[config.mk]
export PLATFORM = sky130hd
export DESIGN_NAME = coherence_bus_arbiter_flat
export DESIGN_NICKNAME = d
export VERILOG_FILES = /design/src/rtl/coherence_bus_arbiter_if.sv /design/src/rtl/coherence_bus_arbiter.sv /design/src/flat_wrapper.sv
export SDC_FILE = /design/constraint.sdc
export NUM_CORES = 1
export LEC_CHECK = 0
export BUFFER_PORTS_ARGS = -buffer_cell sky130_fd_sc_hd__buf_2
export CAP_MARGIN = 5
export CORE_MARGIN = 1
export CORE_UTILIZATION = 49
export DETAILED_ROUTE_END_ITERATION = 6
export GPL_TIMING_DRIVEN = 0
export HOLD_SLACK_MARGIN = 0.05
export PLACE_DENSITY = 0.89
export SLEW_MARGIN = 10
export SYNTH_ARGS = -nofsm -noshare
export SYNTH_HDL_FRONTEND = slang
export SYNTH_SLANG_ARGS = --single-unit
[constraint.sdc]
create_clock -name clk -period 4.5 [get_ports clk]
set_input_delay 0.675 -clock clk [delete_from_list [all_inputs] [get_ports clk]]
set_output_delay 0.675 -clock clk [all_outputs]
set_load 0.01 [all_outputs]
[src/rtl/coherence_bus_arbiter_if.sv]
// Snooping-bus signal bundle between the two cores, unified memory and the arbiter.
// master = core/memory side, slave = arbiter; bus_err exists only with ARB_TIMEOUT_EN.
interface coherence_bus_arbiter_if #(
    parameter int ADDR_W = 11,
    parameter int OP_W   = 2
);
    logic [1:0]             read_miss;
    logic [1:0]             write_miss;
    logic [1:0]             invalidate;
    logic [ADDR_W-1:0]      BICO0;
    logic [ADDR_W-1:0]      BICO1;
    logic [1:0]             cpu_search_found;
    logic                   u_rdy;
    logic [1:0]             grant;
    logic [1:0]             cpu_search;
    logic [OP_W+ADDR_W-1:0] BOCI;
    logic [1:0]             cpu_datasel0;
    logic [1:0]             cpu_datasel1;
    logic [1:0]             invalidate_from_other_cpu;
    logic [ADDR_W-1:0]      u_addr;
    logic                   u_re;
    logic                   bus_busy;
`ifdef ARB_TIMEOUT_EN
    logic                   bus_err;
`endif

    modport master (
        output read_miss, write_miss, invalidate, BICO0, BICO1, cpu_search_found, u_rdy,
        input  grant, cpu_search, BOCI, cpu_datasel0, cpu_datasel1,
               invalidate_from_other_cpu, u_addr, u_re, bus_busy
`ifdef ARB_TIMEOUT_EN
        , input bus_err
`endif
    );

    modport slave (
        input  read_miss, write_miss, invalidate, BICO0, BICO1, cpu_search_found, u_rdy,
        output grant, cpu_search, BOCI, cpu_datasel0, cpu_datasel1,
               invalidate_from_other_cpu, u_addr, u_re, bus_busy
`ifdef ARB_TIMEOUT_EN
        , output bus_err
`endif
    );
endinterface

[src/rtl/coherence_bus_arbiter.sv]
// Two-core snooping-bus arbiter: round-robin pick, snoop peer, peer transfer or memory fill, invalidate, grant.
// Latency: 4 cycles request-to-grant (invalidate, peer read hit), 5 (write-miss peer hit), 4 + memory wait (fill).
// Backpressure: requests are levels held until grant; MEM stalls on u_rdy, bounded to 1023 cycles when ARB_TIMEOUT_EN is defined.
module coherence_bus_arbiter #(
    parameter int ADDR_W = 11,
    parameter int OP_W   = 2
) (
    input  logic                   clk,
    input  logic                   rst_n,
    coherence_bus_arbiter_if.slave bus
);
    localparam logic [OP_W-1:0] OP_RD   = OP_W'(1);
    localparam logic [OP_W-1:0] OP_WR   = OP_W'(2);
    localparam logic [OP_W-1:0] OP_INV  = OP_W'(3);
    localparam logic [1:0]      DS_NONE = 2'b00;
    localparam logic [1:0]      DS_MEM  = 2'b01;
    localparam logic [1:0]      DS_PEER = 2'b10;

    typedef enum logic [2:0] {
        S_IDLE,
        S_SNOOP,
        S_CHECK,
        S_XFER,
        S_MEM,
        S_INV,
        S_DONE
    } state_t;

    state_t            state_q, state_d;
    logic              owner_q, owner_d;
    logic [OP_W-1:0]   op_q, op_d;
    logic [ADDR_W-1:0] addr_q, addr_d;
    logic              found_q, found_d;
    logic [1:0]        datasel_q, datasel_d;
    logic              last_grant_q, last_grant_d;

    logic [1:0]        req;
    logic              win;
    logic [OP_W-1:0]   win_op;
    logic [ADDR_W-1:0] win_addr;
    logic              peer;
    logic              mem_timeout;

    logic [1:0]             grant_o;
    logic [1:0]             search_o;
    logic [OP_W+ADDR_W-1:0] boci_o;
    logic [1:0]             inval_o;
    logic [ADDR_W-1:0]      u_addr_o;
    logic                   u_re_o;

    assign req  = bus.read_miss | bus.write_miss | bus.invalidate;
    assign peer = ~owner_q;

    // Tie goes to the core that did not win last; within a core invalidate beats write beats read.
    always_comb begin
        win = (req == 2'b11) ? ~last_grant_q : req[1];
        if (bus.invalidate[win]) begin
            win_op = OP_INV;
        end else if (bus.write_miss[win]) begin
            win_op = OP_WR;
        end else begin
            win_op = OP_RD;
        end
        win_addr = win ? bus.BICO1 : bus.BICO0;
    end

`ifdef ARB_TIMEOUT_EN
    localparam logic [9:0] TMO_LAST = 10'd1022;
    logic [9:0] tmo_cnt_q, tmo_cnt_d;

    // Count value 1022 marks the 1023rd MEM cycle; give up there unless u_rdy arrives in it.
    assign mem_timeout = (state_q == S_MEM) && !bus.u_rdy && (tmo_cnt_q == TMO_LAST);
    assign bus.bus_err = mem_timeout;

    always_comb begin
        tmo_cnt_d = (state_q == S_MEM) ? tmo_cnt_q + 10'd1 : 10'd0;
    end

    always_ff @(posedge clk or negedge rst_n) begin
        if (!rst_n) begin
            tmo_cnt_q <= 10'd0;
        end else begin
            tmo_cnt_q <= tmo_cnt_d;
        end
    end
`else
    assign mem_timeout = 1'b0;
`endif

    always_ff @(posedge clk or negedge rst_n) begin
        if (!rst_n) begin
            state_q      <= S_IDLE;
            owner_q      <= 1'b0;
            op_q         <= '0;
            addr_q       <= '0;
            found_q      <= 1'b0;
            datasel_q    <= DS_NONE;
            last_grant_q <= 1'b1;
        end else begin
            state_q      <= state_d;
            owner_q      <= owner_d;
            op_q         <= op_d;
            addr_q       <= addr_d;
            found_q      <= found_d;
            datasel_q    <= datasel_d;
            last_grant_q <= last_grant_d;
        end
    end

    always_comb begin
        state_d      = state_q;
        owner_d      = owner_q;
        op_d         = op_q;
        addr_d       = addr_q;
        found_d      = found_q;
        datasel_d    = datasel_q;
        last_grant_d = last_grant_q;
        case (state_q)
            S_IDLE: begin
                if (req != 2'b00) begin
                    owner_d   = win;
                    op_d      = win_op;
                    addr_d    = win_addr;
                    found_d   = 1'b0;
                    datasel_d = DS_NONE;
                    state_d   = S_SNOOP;
                end
            end
            S_SNOOP: state_d = S_CHECK;
            S_CHECK: begin
                found_d = bus.cpu_search_found[peer];
                if (op_q == OP_INV) begin
                    state_d = S_INV;
                end else if (bus.cpu_search_found[peer]) begin
                    datasel_d = DS_PEER;
                    state_d   = S_XFER;
                end else begin
                    datasel_d = DS_MEM;
                    state_d   = S_MEM;
                end
            end
            S_XFER: state_d = (op_q == OP_WR) ? S_INV : S_DONE;
            S_MEM: begin
                if (bus.u_rdy) begin
                    state_d = (op_q == OP_WR && found_q) ? S_INV : S_DONE;
                end else if (mem_timeout) begin
                    datasel_d = DS_NONE;
                    state_d   = S_DONE;
                end
            end
            S_INV: state_d = S_DONE;
            S_DONE: begin
                last_grant_d = owner_q;
                datasel_d    = DS_NONE;
                state_d      = S_IDLE;
            end
            default: state_d = S_IDLE;
        endcase
    end

    // BOCI stays up from SNOOP through XFER so the peer can source the line.
    always_comb begin
        grant_o  = 2'b00;
        search_o = 2'b00;
        boci_o   = '0;
        inval_o  = 2'b00;
        u_addr_o = '0;
        u_re_o   = 1'b0;
        case (state_q)
            S_SNOOP: begin
                search_o[peer] = 1'b1;
                boci_o         = {op_q, addr_q};
            end
            S_CHECK, S_XFER: boci_o = {op_q, addr_q};
            S_MEM: begin
                u_re_o   = 1'b1;
                u_addr_o = addr_q;
            end
            S_INV:   inval_o[peer]    = 1'b1;
            S_DONE:  grant_o[owner_q] = 1'b1;
            default: ;
        endcase
    end

    assign bus.grant                     = grant_o;
    assign bus.cpu_search                = search_o;
    assign bus.BOCI                      = boci_o;
    assign bus.invalidate_from_other_cpu = inval_o;
    assign bus.u_addr                    = u_addr_o;
    assign bus.u_re                      = u_re_o;
    assign bus.bus_busy                  = (state_q != S_IDLE);
    assign bus.cpu_datasel0              = owner_q ? DS_NONE : datasel_q;
    assign bus.cpu_datasel1              = owner_q ? datasel_q : DS_NONE;

endmodule
[src/flat_wrapper.sv]
// flat-port wrapper written by rule: the top's interface ports become plain ports
module coherence_bus_arbiter_flat 
#(
    parameter int ADDR_W = 11,
    parameter int OP_W   = 2
)
  (clk, rst_n, bus_read_miss, bus_write_miss, bus_invalidate, bus_BICO0, bus_BICO1, bus_cpu_search_found, bus_u_rdy, bus_grant, bus_cpu_search, bus_BOCI, bus_cpu_datasel0, bus_cpu_datasel1, bus_invalidate_from_other_cpu, bus_u_addr, bus_u_re, bus_bus_busy);
  coherence_bus_arbiter_if #(.ADDR_W(ADDR_W), .OP_W(OP_W)) bus_i ();
  input  logic clk;
  input  logic rst_n;
  input wire logic [$bits(bus_i.read_miss)-1:0] bus_read_miss;
  input wire logic [$bits(bus_i.write_miss)-1:0] bus_write_miss;
  input wire logic [$bits(bus_i.invalidate)-1:0] bus_invalidate;
  input wire logic [$bits(bus_i.BICO0)-1:0] bus_BICO0;
  input wire logic [$bits(bus_i.BICO1)-1:0] bus_BICO1;
  input wire logic [$bits(bus_i.cpu_search_found)-1:0] bus_cpu_search_found;
  input wire logic [$bits(bus_i.u_rdy)-1:0] bus_u_rdy;
  output wire logic [$bits(bus_i.grant)-1:0] bus_grant;
  output wire logic [$bits(bus_i.cpu_search)-1:0] bus_cpu_search;
  output wire logic [$bits(bus_i.BOCI)-1:0] bus_BOCI;
  output wire logic [$bits(bus_i.cpu_datasel0)-1:0] bus_cpu_datasel0;
  output wire logic [$bits(bus_i.cpu_datasel1)-1:0] bus_cpu_datasel1;
  output wire logic [$bits(bus_i.invalidate_from_other_cpu)-1:0] bus_invalidate_from_other_cpu;
  output wire logic [$bits(bus_i.u_addr)-1:0] bus_u_addr;
  output wire logic [$bits(bus_i.u_re)-1:0] bus_u_re;
  output wire logic [$bits(bus_i.bus_busy)-1:0] bus_bus_busy;
  assign bus_i.read_miss = bus_read_miss;
  assign bus_i.write_miss = bus_write_miss;
  assign bus_i.invalidate = bus_invalidate;
  assign bus_i.BICO0 = bus_BICO0;
  assign bus_i.BICO1 = bus_BICO1;
  assign bus_i.cpu_search_found = bus_cpu_search_found;
  assign bus_i.u_rdy = bus_u_rdy;
  assign bus_grant = bus_i.grant;
  assign bus_cpu_search = bus_i.cpu_search;
  assign bus_BOCI = bus_i.BOCI;
  assign bus_cpu_datasel0 = bus_i.cpu_datasel0;
  assign bus_cpu_datasel1 = bus_i.cpu_datasel1;
  assign bus_invalidate_from_other_cpu = bus_i.invalidate_from_other_cpu;
  assign bus_u_addr = bus_i.u_addr;
  assign bus_u_re = bus_i.u_re;
  assign bus_bus_busy = bus_i.bus_busy;
  coherence_bus_arbiter #(.ADDR_W(ADDR_W), .OP_W(OP_W)) u_core (.clk(clk), .rst_n(rst_n), .bus(bus_i));
endmodule
==> impl_results.html <==
<table>
<tr><th>Metric</th><th>Value</th></tr>
<tr><th colspan="2">Status</th></tr>
<tr><td>Run status</td><td>finished, final reports clean</td></tr>
<tr><th colspan="2">Die</th></tr>
<tr><td>Die ar.</td><td>2990 µm²</td></tr>
<tr><td>Die X-Extent</td><td>54.7 µm</td></tr>
<tr><td>Die Height</td><td>54.7 µm</td></tr>
<tr><td>Standard-cell rows</td><td>18</td></tr>
<tr><td>Initial Utilization</td><td>0.534</td></tr>
<tr><td>Top-level port count</td><td>69</td></tr>
<tr><td>Area of the core region</td><td>2540 µm²</td></tr>
<tr><th colspan="2">Final layout</th></tr>
<tr><td>Fraction of final layout cells with drive strength greater than 1</td><td>0.357</td></tr>
<tr><td>Number of nets in the layout</td><td>264</td></tr>
<tr><td>Antenna cells</td><td>0</td></tr>
<tr><td>Final core utilization</td><td>0.693</td></tr>
<tr><td>Area of all placed cells without fillers</td><td>1760 µm²</td></tr>
<tr><td>Count of non-filler cells in the finished layout</td><td>260</td></tr>
<tr><td>Layout area overhead</td><td>29.7%</td></tr>
<tr><th colspan="2">Timing</th></tr>
<tr><td>Slew at the pin closest to its max-slew limit</td><td>0.465 ns</td></tr>
<tr><td>Maximum frequency from static timing analysis</td><td>366 MHz</td></tr>
<tr><td>Remaining max-slew budget at the tightest pin</td><td>0.688</td></tr>
<tr><td>Setup slack of the critical path after layout</td><td>1.77 ns</td></tr>
<tr><td>Maximum clock skew at final layout</td><td>0.00331 ns</td></tr>
<tr><td>Total of endpoints with negative setup slack in the final report</td><td>0</td></tr>
<tr><td>RSZ-0062 raised after global routing</td><td>no</td></tr>
<tr><td>Ratio of final minimum period to clock period</td><td>0.607</td></tr>
<tr><td>Post-route setup TNS</td><td>0 ns</td></tr>
<tr><td>Minimum period implied by the final worst setup slack</td><td>2.73 ns</td></tr>
<tr><td>Final count of pins violating max slew</td><td>0</td></tr>
<tr><td>Fin. Hold Viols</td><td>0</td></tr>
<tr><th colspan="2">Global routing</th></tr>
<tr><td>Antenna violations before repair</td><td>0</td></tr>
<tr><td>Total gr overflow</td><td>0</td></tr>
<tr><td>Met2 Track Usage GR</td><td>0.454</td></tr>
<tr><td>Met1 usage in global routing</td><td>0.314</td></tr>
<tr><td>Vias in the first global route</td><td>1247</td></tr>
<tr><td>Global-route wire length before repair</td><td>5.39 mm</td></tr>
<tr><td>Layer carrying the most global-route usage</td><td>met2</td></tr>
<tr><td>Global routing usage summed across all routing layers</td><td>0.255</td></tr>
<tr><td>Met3 demand-to-capacity share in global routing</td><td>0.0333</td></tr>
<tr><td>Pin count of the biggest net entering global routing</td><td>22</td></tr>
<tr><th colspan="2">Setup path</th></tr>
<tr><td>Buffering stage count on the worst path with inverters included</td><td>3</td></tr>
<tr><td>Worst setup SP type</td><td>register</td></tr>
<tr><td>Worst r2r path cells</td><td>4</td></tr>
<tr><td>Slowest cell on crit path</td><td>dfrtp_1</td></tr>
<tr><td>WS Path Type</td><td>register to output pin</td></tr>
<tr><td>Required time worst endpoint</td><td>3.83 ns</td></tr>
<tr><td>Critical path's largest stage delay</td><td>0.39 ns</td></tr>
<tr><td>Category of the worst setup path capture point</td><td>output pin</td></tr>
<tr><td>Total stage count of the critical path</td><td>6</td></tr>
<tr><td>Critical path, cell by cell</td><td>clkbuf_1 -&gt; nor2_1 -&gt; nor2_1 -&gt; clkbuf_1 -&gt; and2_1 -&gt; buf_2</td></tr>
<tr><td>Critical path fanouts, max</td><td>10</td></tr>
<tr><td>Register-to-Register Setup Slack</td><td>2.83 ns</td></tr>
<tr><td>Gate family responsible for the most delay along the worst path</td><td>buffers and inverters</td></tr>
<tr><td>Critical Path AT</td><td>2.05 ns</td></tr>
<tr><th colspan="2">Logic synthesis</th></tr>
<tr><td>Seq cells post-synth</td><td>21</td></tr>
<tr><td>Cell types occupying the most area after synthesis</td><td>dfrtp_1, mux2i_1, o21ai_0, and2_1, and3_1</td></tr>
<tr><td>Most common cell in the synthesized netlist</td><td>o21ai_0</td></tr>
<tr><td>Post-synthesis net count</td><td>191</td></tr>
<tr><td>Syn avg cell area</td><td>8.61 µm²</td></tr>
<tr><td>Post-synth top area share</td><td>0.368</td></tr>
<tr><td>EDFF count, synth</td><td>0</td></tr>
<tr><td>Post-Synthesis Cell Area</td><td>1360 µm²</td></tr>
<tr><td>Library cell occupying the most area in the post-synthesis netlist</td><td>dfrtp_1</td></tr>
<tr><td>YS warnings</td><td>0</td></tr>
<tr><td>Fraction of registers with async set or reset after synthesis</td><td>1.00</td></tr>
<tr><td>Seq/Total Area, Yosys</td><td>0.387</td></tr>
<tr><td>Instance count of the mapped netlist</td><td>158</td></tr>
<tr><td>Dominant synthesized flop cell</td><td>dfrtp_1</td></tr>
<tr><td>Most frequent cells after synthesis</td><td>o21ai_0, dfrtp_1, nand2_1</td></tr>
<tr><td>Cell variety after synth</td><td>33</td></tr>
<tr><th colspan="2">Power and ir drop</th></tr>
<tr><td>Power Density</td><td>651 nW/µm²</td></tr>
<tr><td>Worst voltage drop across the vdd grid</td><td>0.413 mV</td></tr>
<tr><td>Static leakage</td><td>0.960 nW</td></tr>
<tr><th colspan="2">Routing</th></tr>
<tr><td>Vias after detailed routing</td><td>1386</td></tr>
<tr><td>Routed wire per std cell</td><td>13.4 µm</td></tr>
<tr><td>Detailed-route DRC error count</td><td>0</td></tr>
<tr><td>Post-detailed-route via-to-cell ratio</td><td>5.33</td></tr>
<tr><td>Number of search-and-repair iterations in the first detailed-routing pass</td><td>4</td></tr>
<tr><td>Final ANT Viol Nets</td><td>0</td></tr>
<tr><td>Wirelength, routed</td><td>3.48 mm</td></tr>
<tr><td>Violation count after the first detailed-route iteration</td><td>28</td></tr>
<tr><th colspan="2">Clock network</th></tr>
<tr><td>CTS tree</td><td>done</td></tr>
<tr><td>CTS sink count</td><td>21</td></tr>
<tr><td>Later-pin clock latency in the skew report</td><td>0.31 ns</td></tr>
<tr><td>Post-CTS repair timing setup buffer count</td><td>0</td></tr>
<tr><td>Number of hold buffers added after CTS</td><td>0</td></tr>
<tr><td>Number of instances resized during post-cts repair</td><td>0</td></tr>
<tr><td>CTS Root Cell</td><td>clkbuf_4</td></tr>
<tr><td>CTS HTree Levels</td><td>1</td></tr>
<tr><td>Max Buffers Root-to-Sink</td><td>2</td></tr>
<tr><td>Clock transition time at the flip-flop clock pins of the worst setup and hold paths</td><td>0.12 ns</td></tr>
<tr><td>TritonCTS buffer count</td><td>3</td></tr>
<tr><th colspan="2">Min path</th></tr>
<tr><td>Worst min-delay path category</td><td>primary input to async pin</td></tr>
<tr><th colspan="2">Placement</th></tr>
<tr><td>Half-perimeter wire length after placement</td><td>2.61 mm</td></tr>
<tr><td>Post-placement worst setup slack</td><td>2.17 ns</td></tr>
<tr><td>PortBufs</td><td>68</td></tr>
<tr><td>Placed cell count</td><td>256</td></tr>
<tr><td>Final Wtd Congestion</td><td>0.907</td></tr>
<tr><td>Cell area after placement</td><td>1740 µm²</td></tr>
<tr><th colspan="2">Job</th></tr>
<tr><td>Count of max-cap constraint violations</td><td>0</td></tr>
</table>
-- routing by layer --
layer	wire length [µm]	vias to the layer above	part of all wire
met4	40	0	0.011
met1	1470	626	0.42
met3	247	5	0.071
li1	-	693	-
met5	0	-	0
met2	1730	62	0.50
-- flip-flops by register name, summed over array words and instances, names as in the netlist --
register / cells
u_core.datasel_q: 2
u_core.addr_q: 11
u_core.last_grant_q: 1
u_core.op_q: 2
u_core.owner_q: 1
u_core.state_q: 3
u_core.found_q: 1
-- where the power goes --
part	switching [W]	internal (W)	leakage [nW]
Combinational	0.000404	0.000300	0.689
Sequential	0.0000686	0.000282	0.256
Clock	0.0000588	0.0000347	0.0150
-- final timing paths --
| kind | startpoint | endpoint |
|---|---|---|
| setup / recovery | u_core.state_q[1] | bus_BOCI[9] |
| hold / removal | rst_n | u_core.state_q[0] |
| setup reg to reg | u_core.state_q[0] | u_core.op_q[0] |
| hold reg to reg | u_core.addr_q[0] | u_core.addr_q[0] |
| max in group asynchronous | rst_n | u_core.last_grant_q |
| min in group clk | u_core.addr_q[0] | u_core.addr_q[0] |
-- layout by cell type, fill, tap and decap left out, types with 2 or more instances in the layout --
cell / synthesis / layout
dfrtp_1: 20 / 20
nor3b_1: 3 / 3
nor2b_1: 3 / 3
a21oi_1: 5 / 5
nand2b_1: 4 / 4
and2_1: 16 / 16
inv_1: 2 / 2
clkbuf_1: 8 / 9
mux2i_1: 12 / 12
nor3_1: 3 / 3
buf_2: 2 / 70
and3_1: 12 / 12
nor2_1: 9 / 9
nand2_1: 18 / 18
clkbuf_4: 0 / 3
o21ai_0: 22 / 22
mux2_2: 2 / 2
-- worst reg2reg max path, stage by stage (launching register included) --
cell     delay (ns)
dfrtp_1        0.46
or3_4          0.44
a21o_4         0.22
a221o_1        0.27
o22a_1         0.18
-- cell families (layout without fill, tap and decap cells) --
group,after synthesis,after routing,synth area share
and+or+nand+nor,73,73,0.296
AOI/OAI and AO/OA,36,36,0.163
DFF,21,21,0.387
muxes,14,14,0.105
buffers and inverters,14,86,0.0488
-- layout make-up --
type / count / area, µm²
inverters: 2 / 7.51
well taps: 30 / 37.5
repair buffers: 68 / 340
multi-input cells: 123 / 767
fillers: 214 / 781
clock buffers: 4 / 26.3
flip-flops and latches: 21 / 527
plain buffers: 12 / 58.8
-- per-stage QoR --
step / hold WS, ns / total power [W]
final: 0.291 / 0.00115
after global routing: 0.322 / 0.00125
after CTS: 0.313 / 0.00115
after detailed placement: 0.481 / 0.00105
after global placement: 0.468 / 0.00104
after floorplan: 0.379 / 0.000818
No activity file was read; power rests on OpenSTA's default activity.
